==> src/rtl/product_accumulator.sv <==
// Length-counted accumulator that sums a stream of signed products with
// saturation, and reports the final sum with a one-cycle valid pulse.
module product_accumulator #(
   parameter int W  = 64,
   parameter int CW = 8
) (
   input  logic                clk,
   input  logic                reset,
   input  logic                en,
   input  logic                start,
   input  logic [CW-1:0]       len,
   input  logic                prod_valid,
   input  logic signed [W-1:0] prod,
   output logic                prod_ready,
   output logic signed [W-1:0] acc_out,
   output logic                acc_valid,
   output logic                busy,
   output logic                ovf
);

   typedef enum logic [1:0] {
      IDLE  = 2'b00,
      ACCUM = 2'b01,
      DONE  = 2'b10
   } state_t;

   state_t              state;
   state_t              state_nxt;
   logic [CW-1:0]       cnt;
   logic [CW-1:0]       cnt_nxt;
   logic signed [W-1:0] acc_nxt;
   logic                ovf_nxt;
   logic                beat;
   logic signed [W:0]   sum_wide;

   // Sign-extended add; one extra bit keeps the true sum of two W-bit values.
   function automatic logic signed [W:0] add_wide(input logic signed [W-1:0] a,
                                                  input logic signed [W-1:0] b);
      return {a[W-1], a} + {b[W-1], b};
   endfunction

   // The top two bits disagree exactly when the sum left the W-bit range.
   function automatic logic sum_overflows(input logic signed [W:0] s);
      return s[W] ^ s[W-1];
   endfunction

   function automatic logic signed [W-1:0] sat(input logic signed [W:0] s);
      if (sum_overflows(s))
         return s[W] ? {1'b1, {(W-1){1'b0}}} : {1'b0, {(W-1){1'b1}}};
      return s[W-1:0];
   endfunction

   assign prod_ready = (state == ACCUM) && en;
   assign beat       = prod_valid && prod_ready;
   assign acc_valid  = (state == DONE);
   assign busy       = (state == ACCUM) || (state == DONE);
   assign sum_wide   = add_wide(acc_out, prod);

   always_comb begin
      state_nxt = state;
      cnt_nxt   = cnt;
      acc_nxt   = acc_out;
      ovf_nxt   = ovf;
      case (state)
         IDLE: begin
            if (start) begin
               acc_nxt = '0;
               ovf_nxt = 1'b0;
               if (len != '0) begin
                  cnt_nxt   = len;
                  state_nxt = ACCUM;
               end else begin
                  state_nxt = DONE;
               end
            end
         end
         ACCUM: begin
            if (beat) begin
               acc_nxt = sat(sum_wide);
               if (sum_overflows(sum_wide))
                  ovf_nxt = 1'b1;
               cnt_nxt = cnt - CW'(1);
               if (cnt == CW'(1))
                  state_nxt = DONE;
            end
         end
         DONE:    state_nxt = IDLE;
         default: state_nxt = IDLE;
      endcase
   end

   // en low freezes every register, so a DONE stall keeps acc_valid high.
   always_ff @(posedge clk or negedge reset) begin
      if (!reset) begin
         state   <= IDLE;
         cnt     <= '0;
         acc_out <= '0;
         ovf     <= 1'b0;
      end else if (en) begin
         state   <= state_nxt;
         cnt     <= cnt_nxt;
         acc_out <= acc_nxt;
         ovf     <= ovf_nxt;
      end
   end

endmodule
==> config.mk <==
export PLATFORM = sky130hd
export DESIGN_NAME = product_accumulator
export DESIGN_NICKNAME = d
export VERILOG_FILES = /design/src/rtl/product_accumulator.sv
export SDC_FILE = /design/constraint.sdc
export NUM_CORES = 1
export LEC_CHECK = 0
export BUFFER_PORTS_ARGS = -buffer_cell sky130_fd_sc_hd__buf_2
export CELL_PAD_IN_SITES_DETAIL_PLACEMENT = 1
export CELL_PAD_IN_SITES_GLOBAL_PLACEMENT = 2
export CORE_UTILIZATION = 33
export DETAILED_ROUTE_END_ITERATION = 8
export PLACE_DENSITY_LB_ADDON = 0.1
export SETUP_SLACK_MARGIN = 0.4
export SLEW_MARGIN = 20
export SYNTH_ARGS = -nofsm -noshare
export SYNTH_HDL_FRONTEND = slang
export SYNTH_SLANG_ARGS = --single-unit
==> constraint.sdc <==
create_clock -name clk -period 4.1 [get_ports clk]
set_clock_uncertainty 0.2 [all_clocks]
set_input_delay 0.205 -clock clk [delete_from_list [all_inputs] [get_ports clk]]
set_output_delay 0.205 -clock clk [all_outputs]
set_load 0.01 [all_outputs]
# Yosys cells after proc, flatten, opt, wreduce, memory -nomap -nowiden
# Index checks and enable logic that the tools add are counted.
[word_totals]
register_bits = 75
input_bits = 77
output_inout_bits = 68
[op_classes]
add_sub_neg = 2
n_eq_ne = 8
mux = 22
n_bitwise = 1
n_reduce_logical = 10
[op_table]
columns = ["operator", "n"]
rows = [
  ["64-bit two-way mux", 5],
  ["64-bit one-hot mux with 2 select lines", 1],
  ["64-bit by 64-bit adder with 65-bit output", 1],
  ["8-bit two-way mux", 3],
  ["8-bit one-hot mux with 2 select lines", 1],
  ["5-bit AND reduction", 2],
  ["8-bit by 1-bit equality test with 1-bit output, second input constant", 1],
  ["2-bit two-way mux", 4],
  ["4-bit AND reduction", 2],
  ["8-bit nonzero test", 1],
  ["8-bit by 1-bit subtractor with 8-bit output, second input constant", 1],
  ["1-bit two-way mux", 6],
  ["2-bit inequality test, second input constant", 3],
  ["2-bit by 1-bit inequality test with 1-bit output, second input constant", 2],
  ["2-bit one-hot mux with 2 select lines", 1],
  ["2-bit by 1-bit equality test with 1-bit output, second input constant", 1],
  ["2-bit equality test, second input constant", 1],
  ["1-bit logical AND", 2],
  ["2-bit zero test", 1],
  ["1-bit one-hot mux with 2 select lines", 1],
  ["2-bit nonzero test", 1],
  ["1-bit logical OR", 1],
  ["1-bit bitwise XOR", 1],
]

# Depth between registers and ports, before layout
[logic_depth]
ltp_word = 8
depth_mapped = 14

# Worst setup path after synthesis
# OpenSTA, ideal clock, no wires.
[synth_timing]
kind = "register to register"
start = "register acc_out[0]"
end = "register ovf"
setup_ns = 0.087
t_arrival_ns = 3.157
t_required_ns = 3.813
path_slack_ns = 0.656
stages_incl_launch_ff = 15
path_buffers = 2
synth_period_minus_slack_ns = 3.444
cell_sequence = "dfrtp_1 ha_1 fa_1 a211oi_1 o211a_1 nor2_1 a221o_2 o21ai_2 o21ai_4 a211oi_4 o21a_4 buf_6 buf_6 o21ai_1 a22oi_1"
[synth_between]
elab_chain_cells = 4
[synth_lines]
columns = ["item", "line", "rtl"]
rows = [
  ["start: declaration", "15", "output logic signed [W-1:0] acc_out,"],
  ["start signal: assignment", "102", "acc_out <= acc_nxt;"],
  ["64-bit by 64-bit adder with 65-bit output", "39", "return {a[W-1], a} + {b[W-1], b};"],
  ["1-bit bitwise XOR", "44", "return s[W] ^ s[W-1];"],
  ["2-bit by 1-bit inequality test with 1-bit output (no line)", "--", ""],
  ["5-bit AND reduction (no line)", "--", ""],
  ["end signal: assignment", "103", "ovf <= ovf_nxt;"],
  ["end: declaration", "18", "output logic ovf"],
]
# Every way passes these cells.
# A chain may end at the register's enable or synchronous reset.

# Worst setup path in the final report
[layout_timing]
start = "register acc_out[0]"
end = "register acc_out[8]"
[layout_between]
elab_chain_cells = 8
elab_cells_between_ends = 10
cone_classes = "1 x add/sub; 8 x mux; 1 x bitwise"
[layout_lines]
columns = ["item", "line", "rtl"]
rows = [
  ["64-bit by 64-bit adder with 65-bit output *", "39", ""],
  ["1-bit bitwise XOR", "44", ""],
  ["1-bit two-way mux", "48", "if (sum_overflows(s))"],
  ["1-bit two-way mux", "78", "if (beat) begin"],
  ["1-bit two-way mux", "64", "case (state)"],
  ["64-bit two-way mux *", "50", "return s[W-1:0];"],
  ["64-bit two-way mux *", "78", ""],
  ["64-bit one-hot mux with 2 select lines *", "64", ""],
]
# Mark *: on every way between the ends. The rest lies on a longest branch, timed or not. The select of a mux whose other input is x is not followed.

==> results.cfg <==
[clocking]
numCtsBuffers = 9
clock-root-buffer = clkbuf_16
cts.sinks = 75
clk_pin_slew_ns = 0.07
max-clock-path-buffers = 2
cts_max_level = 3
clkLatencyLatePin_ns = 0.37
cts_tree = yes

[power_and_ir_drop]
netSwitchingFraction_pct = 48.62
p_int_w = 0.002831
combPwrFrac_pct = 62.4
p_total_w = 0.005511
seqPwrFrac_pct = 21.1
p_per_area_mw_per_mm2 = 602.7
p_clk_share_pct = 16.5
ir_drop_uv = 285.3
p_sw_w = 0.002679
p_leak_nw = 4.304

[final_layout]
diodes = 0
nNetsFinal = 1239
n_fill_cell = 2750
syn2layout_area_growth_pct = 21.52
drive_gt1_share_pct = 22.52

[global_routing]
antenna_found_initial = 0
grt_max_degree = 65
grt_first_pass_wirelength_mm = 42.37
grt_use_total_pct = 22.83
grt-ovfl-total = 0
grt_pass1_vias = 7741

[synth]
synth_top_area_cell = dfrtp_1
yosysSeqAreaShare_pct = 24.95
ys_async_sr_fraction_pct = 100.0
yosysMostFrequentCell = nand2_1
synth_cells = 967
synth_area_leaders = dfrtp_1 25%, ha_1 11%, a21oi_1 6.3%, nand2_1 5.9%, o21ai_1 4.5%
ys_top_cells_by_count = 118 x nand2_1, 95 x a21oi_1, 75 x dfrtp_1, 69 x ha_1, 68 x o21ai_1
synth-edff-count = 0
ys_ff_latch = 75
syn_avg_cell_area_um2 = 7.780
synth_top_area_share_pct = 24.95
netlist_area_mm2 = 0.007523
synth_cell_types = 75
yosys_warnings = 0
syn_nets = 1114
synth_top_flop_cell = dfrtp_1

[critical_path]
cp-startpoint = acc_out[0]$_DFFE_PN0P_
cp-end-kind = register
worstPathRequired_ns = 4.15
critPathMaxStageDelay_ns = 0.41
cp.arrival_ns = 3.70
startpoint_type = register
critPathMostFrequentCell = o21ai_4
critPathMaxFanout = 16
slowest_stage = dfrtp_1
path_class = reg2reg
rr_worst_depth = 13
r2r_start = acc_out[0]$_DFFE_PN0P_
cp_cell_sequence = ha_4 -> fa_2 -> a211oi_2 -> o211a_1 -> nor2_2 -> a221o_2 -> o21ai_4 -> o21ai_4 -> a211oi_4 -> o21a_4 -> a211o_4 -> clkbuf_16 -> o21ai_1

[timing]
period_needed_ns = 3.649
setup_viol = 0
max_freq_mhz = 274.0
finalHoldViolations = 0
period_share_pct = 89.00
worst_pin_slew_ns = 0.7821
tns_ns = 0
worst_slew_margin_rel_pct = 47.86
rsz0062_at_grt = yes
slew_violations = 0

[floorplanning]
fp.dieW_um = 153.0
rows = 54
initial_utilization_pct = 34.05
io_pins = 145
die_h_um = 153.0
coreArea_mm2 = 0.02209
die_area_mm2 = 0.02341

[job]
max_cap_violations = 0

[route]
dr.pass1.iters = 4
via_per_inst = 5.555
wl_per_cell_um = 19.89
ant_nets = 0
drt-total-wl_mm = 27.39
vias = 7649
drtIter0Drc = 285
drcViolationCount = 0

[place]
place.gp.congestion = 0.8386
hpwlAfterDp_mm = 19.61
port_buffers = 144

[hold_path]
holdPathStages = 4
holdCritStartpoint = prod[0]
min_path_type = in2reg

[status]
status = finished, final reports clean
-- what timing repair did --
action                                  4_1_cts  5_1_grt
gates resized for setup                       6       48
gates cloned                                  1        5
pin swaps                                     3        3
hold buffers                                  9        0
setup buffers                                 3        3
hold endpoints to repair                     59        0
endpoints found under the setup margin       64       64
-- final timing paths --
kind,to,slack (ns)
worst min-delay path,acc_out[0]$_DFFE_PN0P_,0.04
min in group asynchronous,acc_out[36]$_DFFE_PN0P_,0.25
worst max-delay path,acc_out[8]$_DFFE_PN0P_,0.45
worst max register to register,acc_out[8]$_DFFE_PN0P_,0.45
worst min register to register,acc_out[36]$_DFFE_PN0P_,0.31
max in group asynchronous,acc_out[4]$_DFFE_PN0P_,2.60
-- registers in the layout, indices dropped and copies added, names as in the netlist --
name / flops
acc_out: 64
ovf: 1
cnt: 8
state: 2
-- layout make-up --
type	instances	area, um^2	share of cell area, %
multi-input cells	810	5356	58.59
flip-flops and latches	75	1877	20.53
repair buffers	177	1171	12.81
well taps	280	350.3	3.832
clock buffers	9	225.2	2.463
clock inverters	7	91.34	0.9990
inverters	19	71.32	0.7801
-- metal layers --
metal / vias up / GRT usage, % / wire, um
li1: 3813 / - / -
met1: 3678 / 30.56 / 13210
met2: 128 / 38.27 / 12840
met3: 30 / 2.580 / 815
met4: 0 / 7.359 / 520
met5: - / 0 / 0
-- cells by family (layout without fill, tap and decap cells) --
group / after synthesis / after routing / share of synthesized area, %
flops: 75 / 75 / 24.95
buf+inv: 82 / 212 / 6.769
compound gates: 348 / 348 / 28.65
xor+xnor: 51 / 51 / 5.937
simple gates: 339 / 339 / 21.69
fa+ha+maj: 70 / 70 / 11.74
mux: 2 / 2 / 0.2661
-- per-stage QoR --
stage	area, um^2	cells	utilization [%]	setup WS (ns)	hold slack, ns
after floorplan	7523	967	-	0.6559	-0.2906
final	9143	1377	41.38	0.4510	0.04256
after global placement	8299	1340	37.56	0.3338	0.1110
after global routing	9143	1377	41.38	0.3319	0.07842
after detailed placement	8299	1340	37.56	0.2520	0.1231
after CTS	8790	1369	39.78	0.4109	0.02192
-- power by group through the flow --
stage / clock network (W) / registers [W] / logic (W)
after floorplan: 0 / 0.00121 / 0.00227
after global placement: 0 / 0.00117 / 0.00313
after detailed placement: 0 / 0.00118 / 0.00316
after CTS: 0.000922 / 0.00116 / 0.00325
after global routing: 0.000945 / 0.00120 / 0.00384
final: 0.000908 / 0.00116 / 0.00344
-- critical path, delay by kind of cell, from the launching register on --
kind	cells	cell delay [ns]
simple gates	1	0.07
buf+inv	1	0.23
fa+ha+maj	2	0.55
flops	1	0.41
compound gates	9	2.08
-- layout by cell type, fill, tap and decap left out, drive strengths merged, types with 8 or more instances in the layout --
cell / netlist / layout
inv: 19 / 23
dfrtp: 75 / 75
a31oi: 11 / 11
a21oi: 96 / 96
dlygate4sd3: 5 / 9
buf: 33 / 162
nor3: 67 / 67
o21ai: 122 / 122
clkbuf: 24 / 14
o211ai: 8 / 8
o21bai: 16 / 16
ha: 69 / 69
a21o: 32 / 32
xnor2: 34 / 34
nand2: 118 / 118
nand4: 26 / 26
nand3: 22 / 22
nor2: 53 / 53
or3: 12 / 12
a211oi: 18 / 18
xor2: 17 / 17
Power figures use the tool's default switching activity.
